<file path="src/rtl/rf_wb_scheduler_pkg.sv">
// rtl/rf_wb_scheduler_pkg.sv - shared sizes, types and FSM states for the writeback scheduler
// Purpose: common widths, register index/data types and the arbitration state enum.
// Contents: XLEN, NREG, AW, STARVE_MAX_DEF, reg_idx_t, xdata_t, wb_state_e.
package rf_wb_scheduler_pkg;

  localparam int XLEN           = 32;
  localparam int NREG           = 32;
  localparam int AW             = 5;
  localparam int STARVE_MAX_DEF = 4;

  typedef logic [AW-1:0]   reg_idx_t;
  typedef logic [XLEN-1:0] xdata_t;

  // NORMAL: pipeline WB has fixed priority. FORCE: one cycle reserved for the long-latency unit.
  typedef enum logic {
    NORMAL = 1'b0,
    FORCE  = 1'b1
  } wb_state_e;

endpackage

</file>
<file path="src/rtl/rf_wb_scheduler_if.sv">
// rtl/rf_wb_scheduler_if.sv - bundle of WB, long-latency, dispatch, hazard and RF write signals
// Purpose: groups every non-clock/reset signal of the scheduler.
// Modports:
//   slave  - the scheduler: consumes pipe_*, lu_valid/lu_rd/lu_data, iss_*, chk_*;
//            drives pipe_stall, lu_ready, iss_accept, hz_stall, rf_we, rf_rd, rf_wdata.
//   master - the surrounding pipeline/long-latency unit/register file (opposite directions).
interface rf_wb_scheduler_if;
  import rf_wb_scheduler_pkg::*;

  logic     pipe_valid;
  reg_idx_t pipe_rd;
  xdata_t   pipe_data;
  logic     pipe_stall;

  logic     lu_valid;
  logic     lu_ready;
  reg_idx_t lu_rd;
  xdata_t   lu_data;

  logic     iss_valid;
  reg_idx_t iss_rd;
  logic     iss_accept;

  reg_idx_t chk_rs1;
  reg_idx_t chk_rs2;
  reg_idx_t chk_rd;
  logic     hz_stall;

  logic     rf_we;
  reg_idx_t rf_rd;
  xdata_t   rf_wdata;

  modport slave (
    input  pipe_valid, pipe_rd, pipe_data,
    input  lu_valid, lu_rd, lu_data,
    input  iss_valid, iss_rd,
    input  chk_rs1, chk_rs2, chk_rd,
    output pipe_stall, lu_ready, iss_accept, hz_stall,
    output rf_we, rf_rd, rf_wdata
  );

  modport master (
    output pipe_valid, pipe_rd, pipe_data,
    output lu_valid, lu_rd, lu_data,
    output iss_valid, iss_rd,
    output chk_rs1, chk_rs2, chk_rd,
    input  pipe_stall, lu_ready, iss_accept, hz_stall,
    input  rf_we, rf_rd, rf_wdata
  );

endinterface

</file>
<file path="src/rtl/rf_wb_scheduler_scoreboard.sv">
// rtl/rf_wb_scheduler_scoreboard.sv - busy scoreboard for destinations of in-flight long-latency ops
// Purpose: one busy bit per architectural register, set on accepted dispatch, cleared when the
//          long-latency result is written into the register file.
// Ports:
//   clk, rst_n         clock, asynchronous active-low reset
//   iss_valid, iss_rd  dispatch request and its destination
//   iss_accept         dispatch allowed (destination not already owned by a long op)
//   clr_en, clr_idx    release of a destination (long-latency write landing in the RF)
//   chk_rs1/rs2/rd     decode operands to look up
//   hz_stall           any nonzero looked-up register is busy
module rf_scoreboard
  import rf_wb_scheduler_pkg::*;
(
  input  logic     clk,
  input  logic     rst_n,
  input  logic     iss_valid,
  input  reg_idx_t iss_rd,
  output logic     iss_accept,
  input  logic     clr_en,
  input  reg_idx_t clr_idx,
  input  reg_idx_t chk_rs1,
  input  reg_idx_t chk_rs2,
  input  reg_idx_t chk_rd,
  output logic     hz_stall
);

  logic [NREG-1:0] busy;
  logic [NREG-1:0] busy_nxt;
  logic            set_en;

  // busy[0] is never set, so x0 never looks busy and the explicit !=0 guards are belt-and-braces.
  function automatic logic is_busy(input logic [NREG-1:0] vec, input reg_idx_t idx);
    return (idx != '0) && vec[idx];
  endfunction

  assign iss_accept = iss_valid && !busy[iss_rd];
  assign set_en     = iss_accept && (iss_rd != '0);
  assign hz_stall   = is_busy(busy, chk_rs1) || is_busy(busy, chk_rs2) || is_busy(busy, chk_rd);

  // Clear is applied first so that a same-edge set of the same index wins.
  always_comb begin
    busy_nxt = busy;
    if (clr_en) busy_nxt[clr_idx] = 1'b0;
    if (set_en) busy_nxt[iss_rd]  = 1'b1;
    busy_nxt[0] = 1'b0;
  end

  always_ff @(posedge clk or negedge rst_n) begin
    if (!rst_n) begin
      busy <= '0;
    end else begin
      busy <= busy_nxt;
    end
  end

endmodule

</file>
<file path="src/rtl/rf_wb_scheduler.sv">
// rtl/rf_wb_scheduler.sv - register file write-port scheduler for pipeline WB and long-latency unit
// Purpose: arbitrates the single RF write port (pipeline fixed priority, anti-starvation FORCE
//          cycle for the long-latency unit), registers the write, and tracks busy destinations.
// Ports:
//   clk, rst_n  clock, asynchronous active-low reset
//   wb          rf_wb_scheduler_if.slave: pipe_*, lu_*, iss_*, chk_*, hz_stall, rf_we/rf_rd/rf_wdata
// Parameters:
//   STARVE_MAX  consecutive refused lu_valid cycles before a FORCE cycle is taken
module rf_wb_scheduler
  import rf_wb_scheduler_pkg::*;
#(
  parameter int STARVE_MAX = STARVE_MAX_DEF
) (
  input logic               clk,
  input logic               rst_n,
  rf_wb_scheduler_if.slave  wb
);

  localparam int            CW      = (STARVE_MAX > 1) ? $clog2(STARVE_MAX) : 1;
  localparam logic [CW-1:0] CNT_MAX = CW'(STARVE_MAX - 1);

  wb_state_e     state;
  logic [CW-1:0] starve_cnt;
  logic          rf_src_lu;

  logic in_force;
  logic grant_pipe;
  logic grant_lu;
  logic lu_refused;

  // In FORCE the pipeline input is ignored entirely; the lu side gets the port if it still wants it.
  always_comb begin
    in_force   = (state == FORCE);
    grant_pipe = !in_force && wb.pipe_valid;
    grant_lu   = wb.lu_valid && (in_force || !wb.pipe_valid);
    lu_refused = wb.lu_valid && !grant_lu;
  end

  assign wb.pipe_stall = in_force;
  assign wb.lu_ready   = grant_lu;

  // Starvation FSM: counter saturates at STARVE_MAX-1; a further refusal at that value spends the
  // next cycle in FORCE. FORCE always lasts one cycle, even if lu_valid has dropped meanwhile.
  always_ff @(posedge clk or negedge rst_n) begin
    if (!rst_n) begin
      state      <= NORMAL;
      starve_cnt <= '0;
    end else begin
      case (state)
        NORMAL: begin
          if (lu_refused) begin
            if (starve_cnt == CNT_MAX) begin
              state <= FORCE;
            end else begin
              starve_cnt <= starve_cnt + CW'(1);
            end
          end else begin
            starve_cnt <= '0;
          end
        end
        FORCE: begin
          state      <= NORMAL;
          starve_cnt <= '0;
        end
        default: begin
          state      <= NORMAL;
          starve_cnt <= '0;
        end
      endcase
    end
  end

  // Write register: rd/data follow the granted source; x0 writes still handshake but never assert rf_we.
  always_ff @(posedge clk or negedge rst_n) begin
    if (!rst_n) begin
      wb.rf_we    <= 1'b0;
      wb.rf_rd    <= '0;
      wb.rf_wdata <= '0;
      rf_src_lu   <= 1'b0;
    end else begin
      if (grant_pipe) begin
        wb.rf_rd    <= wb.pipe_rd;
        wb.rf_wdata <= wb.pipe_data;
      end else if (grant_lu) begin
        wb.rf_rd    <= wb.lu_rd;
        wb.rf_wdata <= wb.lu_data;
      end
      wb.rf_we  <= (grant_pipe && (wb.pipe_rd != '0)) ||
                   (!grant_pipe && grant_lu && (wb.lu_rd != '0));
      rf_src_lu <= !grant_pipe && grant_lu;
    end
  end

  // The busy bit is released on the same edge the RF absorbs the long-latency data,
  // so readers see the new value without a bypass.
  rf_scoreboard u_scoreboard (
    .clk        (clk),
    .rst_n      (rst_n),
    .iss_valid  (wb.iss_valid),
    .iss_rd     (wb.iss_rd),
    .iss_accept (wb.iss_accept),
    .clr_en     (wb.rf_we && rf_src_lu),
    .clr_idx    (wb.rf_rd),
    .chk_rs1    (wb.chk_rs1),
    .chk_rs2    (wb.chk_rs2),
    .chk_rd     (wb.chk_rd),
    .hz_stall   (wb.hz_stall)
  );

endmodule

</file>
<file path="src/flat_wrapper.sv">
// flat-port wrapper written by rule: the top's interface ports become plain ports
module rf_wb_scheduler_flat import rf_wb_scheduler_pkg::*;
#(
  parameter int STARVE_MAX = STARVE_MAX_DEF
)
  (clk, rst_n, wb_pipe_valid, wb_pipe_rd, wb_pipe_data, wb_lu_valid, wb_lu_rd, wb_lu_data, wb_iss_valid, wb_iss_rd, wb_chk_rs1, wb_chk_rs2, wb_chk_rd, wb_pipe_stall, wb_lu_ready, wb_iss_accept, wb_hz_stall, wb_rf_we, wb_rf_rd, wb_rf_wdata);
  rf_wb_scheduler_if wb_i ();
  input logic clk;
  input logic rst_n;
  input wire logic [$bits(wb_i.pipe_valid)-1:0] wb_pipe_valid;
  input wire logic [$bits(wb_i.pipe_rd)-1:0] wb_pipe_rd;
  input wire logic [$bits(wb_i.pipe_data)-1:0] wb_pipe_data;
  input wire logic [$bits(wb_i.lu_valid)-1:0] wb_lu_valid;
  input wire logic [$bits(wb_i.lu_rd)-1:0] wb_lu_rd;
  input wire logic [$bits(wb_i.lu_data)-1:0] wb_lu_data;
  input wire logic [$bits(wb_i.iss_valid)-1:0] wb_iss_valid;
  input wire logic [$bits(wb_i.iss_rd)-1:0] wb_iss_rd;
  input wire logic [$bits(wb_i.chk_rs1)-1:0] wb_chk_rs1;
  input wire logic [$bits(wb_i.chk_rs2)-1:0] wb_chk_rs2;
  input wire logic [$bits(wb_i.chk_rd)-1:0] wb_chk_rd;
  output wire logic [$bits(wb_i.pipe_stall)-1:0] wb_pipe_stall;
  output wire logic [$bits(wb_i.lu_ready)-1:0] wb_lu_ready;
  output wire logic [$bits(wb_i.iss_accept)-1:0] wb_iss_accept;
  output wire logic [$bits(wb_i.hz_stall)-1:0] wb_hz_stall;
  output wire logic [$bits(wb_i.rf_we)-1:0] wb_rf_we;
  output wire logic [$bits(wb_i.rf_rd)-1:0] wb_rf_rd;
  output wire logic [$bits(wb_i.rf_wdata)-1:0] wb_rf_wdata;
  assign wb_i.pipe_valid = wb_pipe_valid;
  assign wb_i.pipe_rd = wb_pipe_rd;
  assign wb_i.pipe_data = wb_pipe_data;
  assign wb_i.lu_valid = wb_lu_valid;
  assign wb_i.lu_rd = wb_lu_rd;
  assign wb_i.lu_data = wb_lu_data;
  assign wb_i.iss_valid = wb_iss_valid;
  assign wb_i.iss_rd = wb_iss_rd;
  assign wb_i.chk_rs1 = wb_chk_rs1;
  assign wb_i.chk_rs2 = wb_chk_rs2;
  assign wb_i.chk_rd = wb_chk_rd;
  assign wb_pipe_stall = wb_i.pipe_stall;
  assign wb_lu_ready = wb_i.lu_ready;
  assign wb_iss_accept = wb_i.iss_accept;
  assign wb_hz_stall = wb_i.hz_stall;
  assign wb_rf_we = wb_i.rf_we;
  assign wb_rf_rd = wb_i.rf_rd;
  assign wb_rf_wdata = wb_i.rf_wdata;
  rf_wb_scheduler #(.STARVE_MAX(STARVE_MAX)) u_core (.clk(clk), .rst_n(rst_n), .wb(wb_i));
endmodule
</file>
<file path="config.mk">
export PLATFORM = sky130hd
export DESIGN_NAME = rf_wb_scheduler_flat
export DESIGN_NICKNAME = d
export VERILOG_FILES = /design/src/rtl/rf_wb_scheduler_pkg.sv /design/src/rtl/rf_wb_scheduler_if.sv /design/src/rtl/rf_wb_scheduler_scoreboard.sv /design/src/rtl/rf_wb_scheduler.sv /design/src/flat_wrapper.sv
export SDC_FILE = /design/constraint.sdc
export NUM_CORES = 1
export LEC_CHECK = 0
export ABC_CLOCK_PERIOD_IN_PS = 1700
export BUFFER_PORTS_ARGS = -buffer_cell sky130_fd_sc_hd__buf_2
export CAP_MARGIN = 20
export CORE_MARGIN = 2
export CORE_UTILIZATION = 47
export CTS_BUF_LIST = sky130_fd_sc_hd__clkbuf_16
export CTS_CLUSTER_DIAMETER = 30
export DETAILED_ROUTE_END_ITERATION = 10
export PLACE_DENSITY = 0.78
export SLEW_MARGIN = 20
export SYNTH_ARGS = -nofsm -noshare
export SYNTH_HDL_FRONTEND = slang
export SYNTH_SLANG_ARGS = --single-unit
export TNS_END_PERCENT = 1
</file>
<file path="constraint.sdc">
create_clock -name clk -period 1.7 [get_ports clk]
set_input_delay 0.085 -clock clk [delete_from_list [all_inputs] [get_ports clk]]
set_output_delay 0.085 -clock clk [all_outputs]
set_load 0.05 [all_outputs]
</file>
==> flow_metrics.env <==
export IMPL_final_hold_viol_count=0
export IMPL_postRouteAntennaNets=0
export IMPL_postSynthNetCount=523
export IMPL_cp_arrival_ps=2300
export IMPL_fillers=648
export IMPL_ys_types=43
export IMPL_insertedDiodeCount=0
export IMPL_clock_latency_ps=340
export IMPL_drt_iter0_markers=357
export IMPL_fin_setup_tns_ps=-2120
export IMPL_wl_met3_mm=1.31
export IMPL_grtUsageTotal=0.310
export IMPL_path_delay_family="multiplexers"
export IMPL_yosys_area_top_type="dfrtp_1"
export IMPL_ctsHtreeMaxLevel=3
export IMPL_synth_area_leaders="dfrtp_1 (42%), mux2i_1 (13%), o21ai_0 (11%), mux4_2 (7.7%), mux4_1 (4.8%)"
export IMPL_start_util=0.479
export IMPL_wl_met2_mm=7.47
export IMPL_wl_met1_mm=5.69
export IMPL_area_growth_pct=42.0
export IMPL_power_frac_clock=0.303
export IMPL_placed_cell_area_um2=5460
export IMPL_die_h_um=101
export IMPL_grt_pass1_wl_mm=24.1
export IMPL_yosysWarnings=0
export IMPL_combPwrFrac=0.324
export IMPL_tightest_slew_ps=608
export IMPL_core_um2=9150
export IMPL_crit_slowest_cell="mux4_2"
export IMPL_critical_path_max_stage_delay_ps=500
export IMPL_finalInstanceArea_um2=6220
export IMPL_grt_pass1_vias=4756
export IMPL_switching_share=0.340
export IMPL_wire_per_inst_um=20.4
export IMPL_clk_pin_slew_ps=60
export IMPL_critical_path_endpoint_type="primary output"
export IMPL_worstPathRequired_ps=1620
export IMPL_die_x_um=101
export IMPL_grt_max_degree=43
export IMPL_route_detailed_drc=0
export IMPL_setup_viol=18
export IMPL_worst_path_buf_inv=1
export IMPL_seq_power_share=0.373
export IMPL_drive_above_1_share=0.394
export IMPL_period_needed_ps=2390
export IMPL_finalWorstSetupSlack_ps=-685
export IMPL_synth_cells=423
export IMPL_cts_made_buffers=9
export IMPL_finalCritPeriodShare=1.40
export IMPL_num_io_pins=141
export IMPL_ys_ff_latch=73
export IMPL_timing_fmax_ghz=0.419
export IMPL_top_layer="met4"
export IMPL_grt_antenna_before_repair=0
export IMPL_power_density_nw_per_um2=979
export IMPL_failed_checks="setup timing"
export IMPL_placed_cells=685
export IMPL_netlist_area_um2=4380
export IMPL_clock_sinks=73
export IMPL_placementRows=35
export IMPL_ir_drop_mv=0.613
export IMPL_die_area_um2=10100
export IMPL_nets=724
export IMPL_hold_path_class="in2reg"
export IMPL_avgViaCountPerCell=6.05
export IMPL_path_max_fanout=5
export IMPL_gp_congestion=1.04
export IMPL_status="finished with violations"
export IMPL_internal_power_mw=4.02
export IMPL_num_vias=4479
export IMPL_grt_overflow=0
export IMPL_synth_area_per_cell_um2=10.4
export IMPL_rsz0062_at_grt="yes"
export IMPL_cap_violations=0
export IMPL_slew_violations=0
export IMPL_crit_type="reg2out"
export IMPL_critPathLaunchType="register"
export IMPL_crit_chain="mux4_2 > mux2_4 > nand3_2 > nand4_1 > or4_4 > buf_8"
export IMPL_hold_ws_ps=47.3
export IMPL_skew_ps=7.16
export IMPL_cts_root_buf="clkbuf_16"
export IMPL_slew_headroom=0.595
export IMPL_wirelength_mm=15.1
export IMPL_finalPower_mw=6.09
export IMPL_ctsLongestPathBuffers=2
export IMPL_yosysTopAreaCellShare=0.417
export IMPL_hpwl_mm=9.96
export IMPL_dr_pass1_iters=5
export IMPL_cts_tree="built"
export IMPL_switchingPower_mw=2.07
export IMPL_port_buffers=140
export IMPL_power_leakage_nw=2.79
export IMPL_seq_area_frac_synth=0.417
export IMPL_stdcell_count=740
==> power groups by stage <==
stage	clock (mW)	combinational (mW)	sequential, mW
after floorplan	0	0.827	2.52
after global placement	0	1.74	2.25
after detailed placement	0	1.78	2.28
after CTS	1.86	1.90	2.25
after global routing	1.94	2.10	2.31
final	1.85	1.97	2.27
==> timing repair <==
action,in CTS,in global routing
setup endpoints to repair,21,25
buffers inserted,1,0
pin swaps,1,0
hold buffers,38,0
hold endpoints to repair,53,0
gates resized for setup,31,16
==> state kept, by name, summed over array words and instances, names as in the netlist <==
| signal | count |
|---|---|
| u_core.wb.rf_rd | 5 |
| u_core.starve_cnt | 2 |
| u_core.wb.rf_we | 1 |
| u_core.u_scoreboard.busy | 31 |
| u_core.rf_src_lu | 1 |
| u_core.wb.rf_wdata | 32 |
| u_core.wb.pipe_stall | 1 |
==> cell usage after synthesis, drive strengths merged <==
| cell | count |
|---|---|
| a2111oi | 2 |
| o41ai | 3 |
| or4 | 5 |
| buf | 11 |
| a31oi | 3 |
| and4 | 1 |
| nand3 | 10 |
| or3 | 4 |
| and2b | 1 |
| nand3b | 4 |
| nor2 | 9 |
| clkbuf | 22 |
| o2111ai | 2 |
| o21ai | 100 |
| mux2 | 5 |
| nor3b | 1 |
| xor2 | 1 |
| o211ai | 3 |
| nor4 | 2 |
| nand2b | 5 |
| nand2 | 52 |
| a21oi | 1 |
| or2 | 3 |
| nor2b | 7 |
| or3b | 1 |
| a211oi | 1 |
| nand4 | 3 |
| a221oi | 1 |
| mux2i | 55 |
| dfrtp | 73 |
| inv | 2 |
| o311a | 1 |
| or4b | 3 |
| mux4 | 23 |
| ha | 1 |
| a311oi | 1 |
| and3 | 1 |
==> cell families (layout without fill, tap and decap cells) <==
family | Yosys count | in the layout | share of synthesized area
buf+inv | 35 | 241 | 0.0386
compound gates | 118 | 118 | 0.147
xor+xnor | 1 | 1 | 0.00200
mux | 83 | 83 | 0.264
fa+ha+maj | 1 | 1 | 0.00286
flops | 73 | 73 | 0.417
simple gates | 112 | 112 | 0.129
==> through the flow <==
step,utilization,setup slack [ps]
floorplan,-,-272
CTS,0.676,-669
global placement,0.597,-353
detailed placement,0.597,-364
finish,0.680,-685
global route,0.680,-766
==> path summary, 6_finish.rpt <==
check	start	endpoint	slack (ps)	cells past startpoint
max	u_core.u_scoreboard.busy[31]	wb_hz_stall	-690	6
min	wb_lu_data[26]	u_core.wb.rf_wdata[26]	50	3
max reg2reg	u_core.u_scoreboard.busy[18]	u_core.u_scoreboard.busy[17]	-100	4
min reg2reg	u_core.starve_cnt[1]	u_core.starve_cnt[1]	530	2
max in group asynchronous	rst_n	u_core.u_scoreboard.busy[9]	900	3
min in group asynchronous	rst_n	u_core.wb.rf_wdata[16]	230	2
==> metal layers <==
metal / up-vias / GRT usage
li1: 1984 / -
met4: 0 / 0.137
met2: 267 / 0.525
met3: 58 / 0.0666
met1: 2170 / 0.384
met5: - / 0
==> worst register-to-register path: stages (launching register included) <==
cell,delay [ps]
dfrtp_1,420
buf_4,150
mux4_2,470
or4_4,540
o21ai_2,140
==> area by class of cell <==
cell class | instances | area (um^2) | area share
multi-input combinational | 315 | 2460 | 0.396
timing repair buffer | 223 | 1500 | 0.241
inverter | 2 | 7.51 | 0.00121
tap | 111 | 139 | 0.0223
sequential | 73 | 1830 | 0.294
clock inverter | 7 | 62.6 | 0.0101
clock buffer | 9 | 225 | 0.0362
==> cells in the final DEF (no fill, tap or decap), drive strengths merged, types with 2 or more instances in the layout <==
master / count
buf: 185
o21ai: 100
dfrtp: 73
mux2i: 55
nand2: 52
dlygate4sd3: 38
mux4: 23
nand3: 10
nor2: 9
clkbuf: 9
nor2b: 7
nand2b: 5
mux2: 5
or4: 5
or3: 4
nand3b: 4
or4b: 3
nand4: 3
o41ai: 3
o211ai: 3
a31oi: 3
inv: 3
clkinv: 3
or2: 3
nor4: 2
o2111ai: 2
clkinvlp: 2
a2111oi: 2
Power figures use the tool's default switching activity.
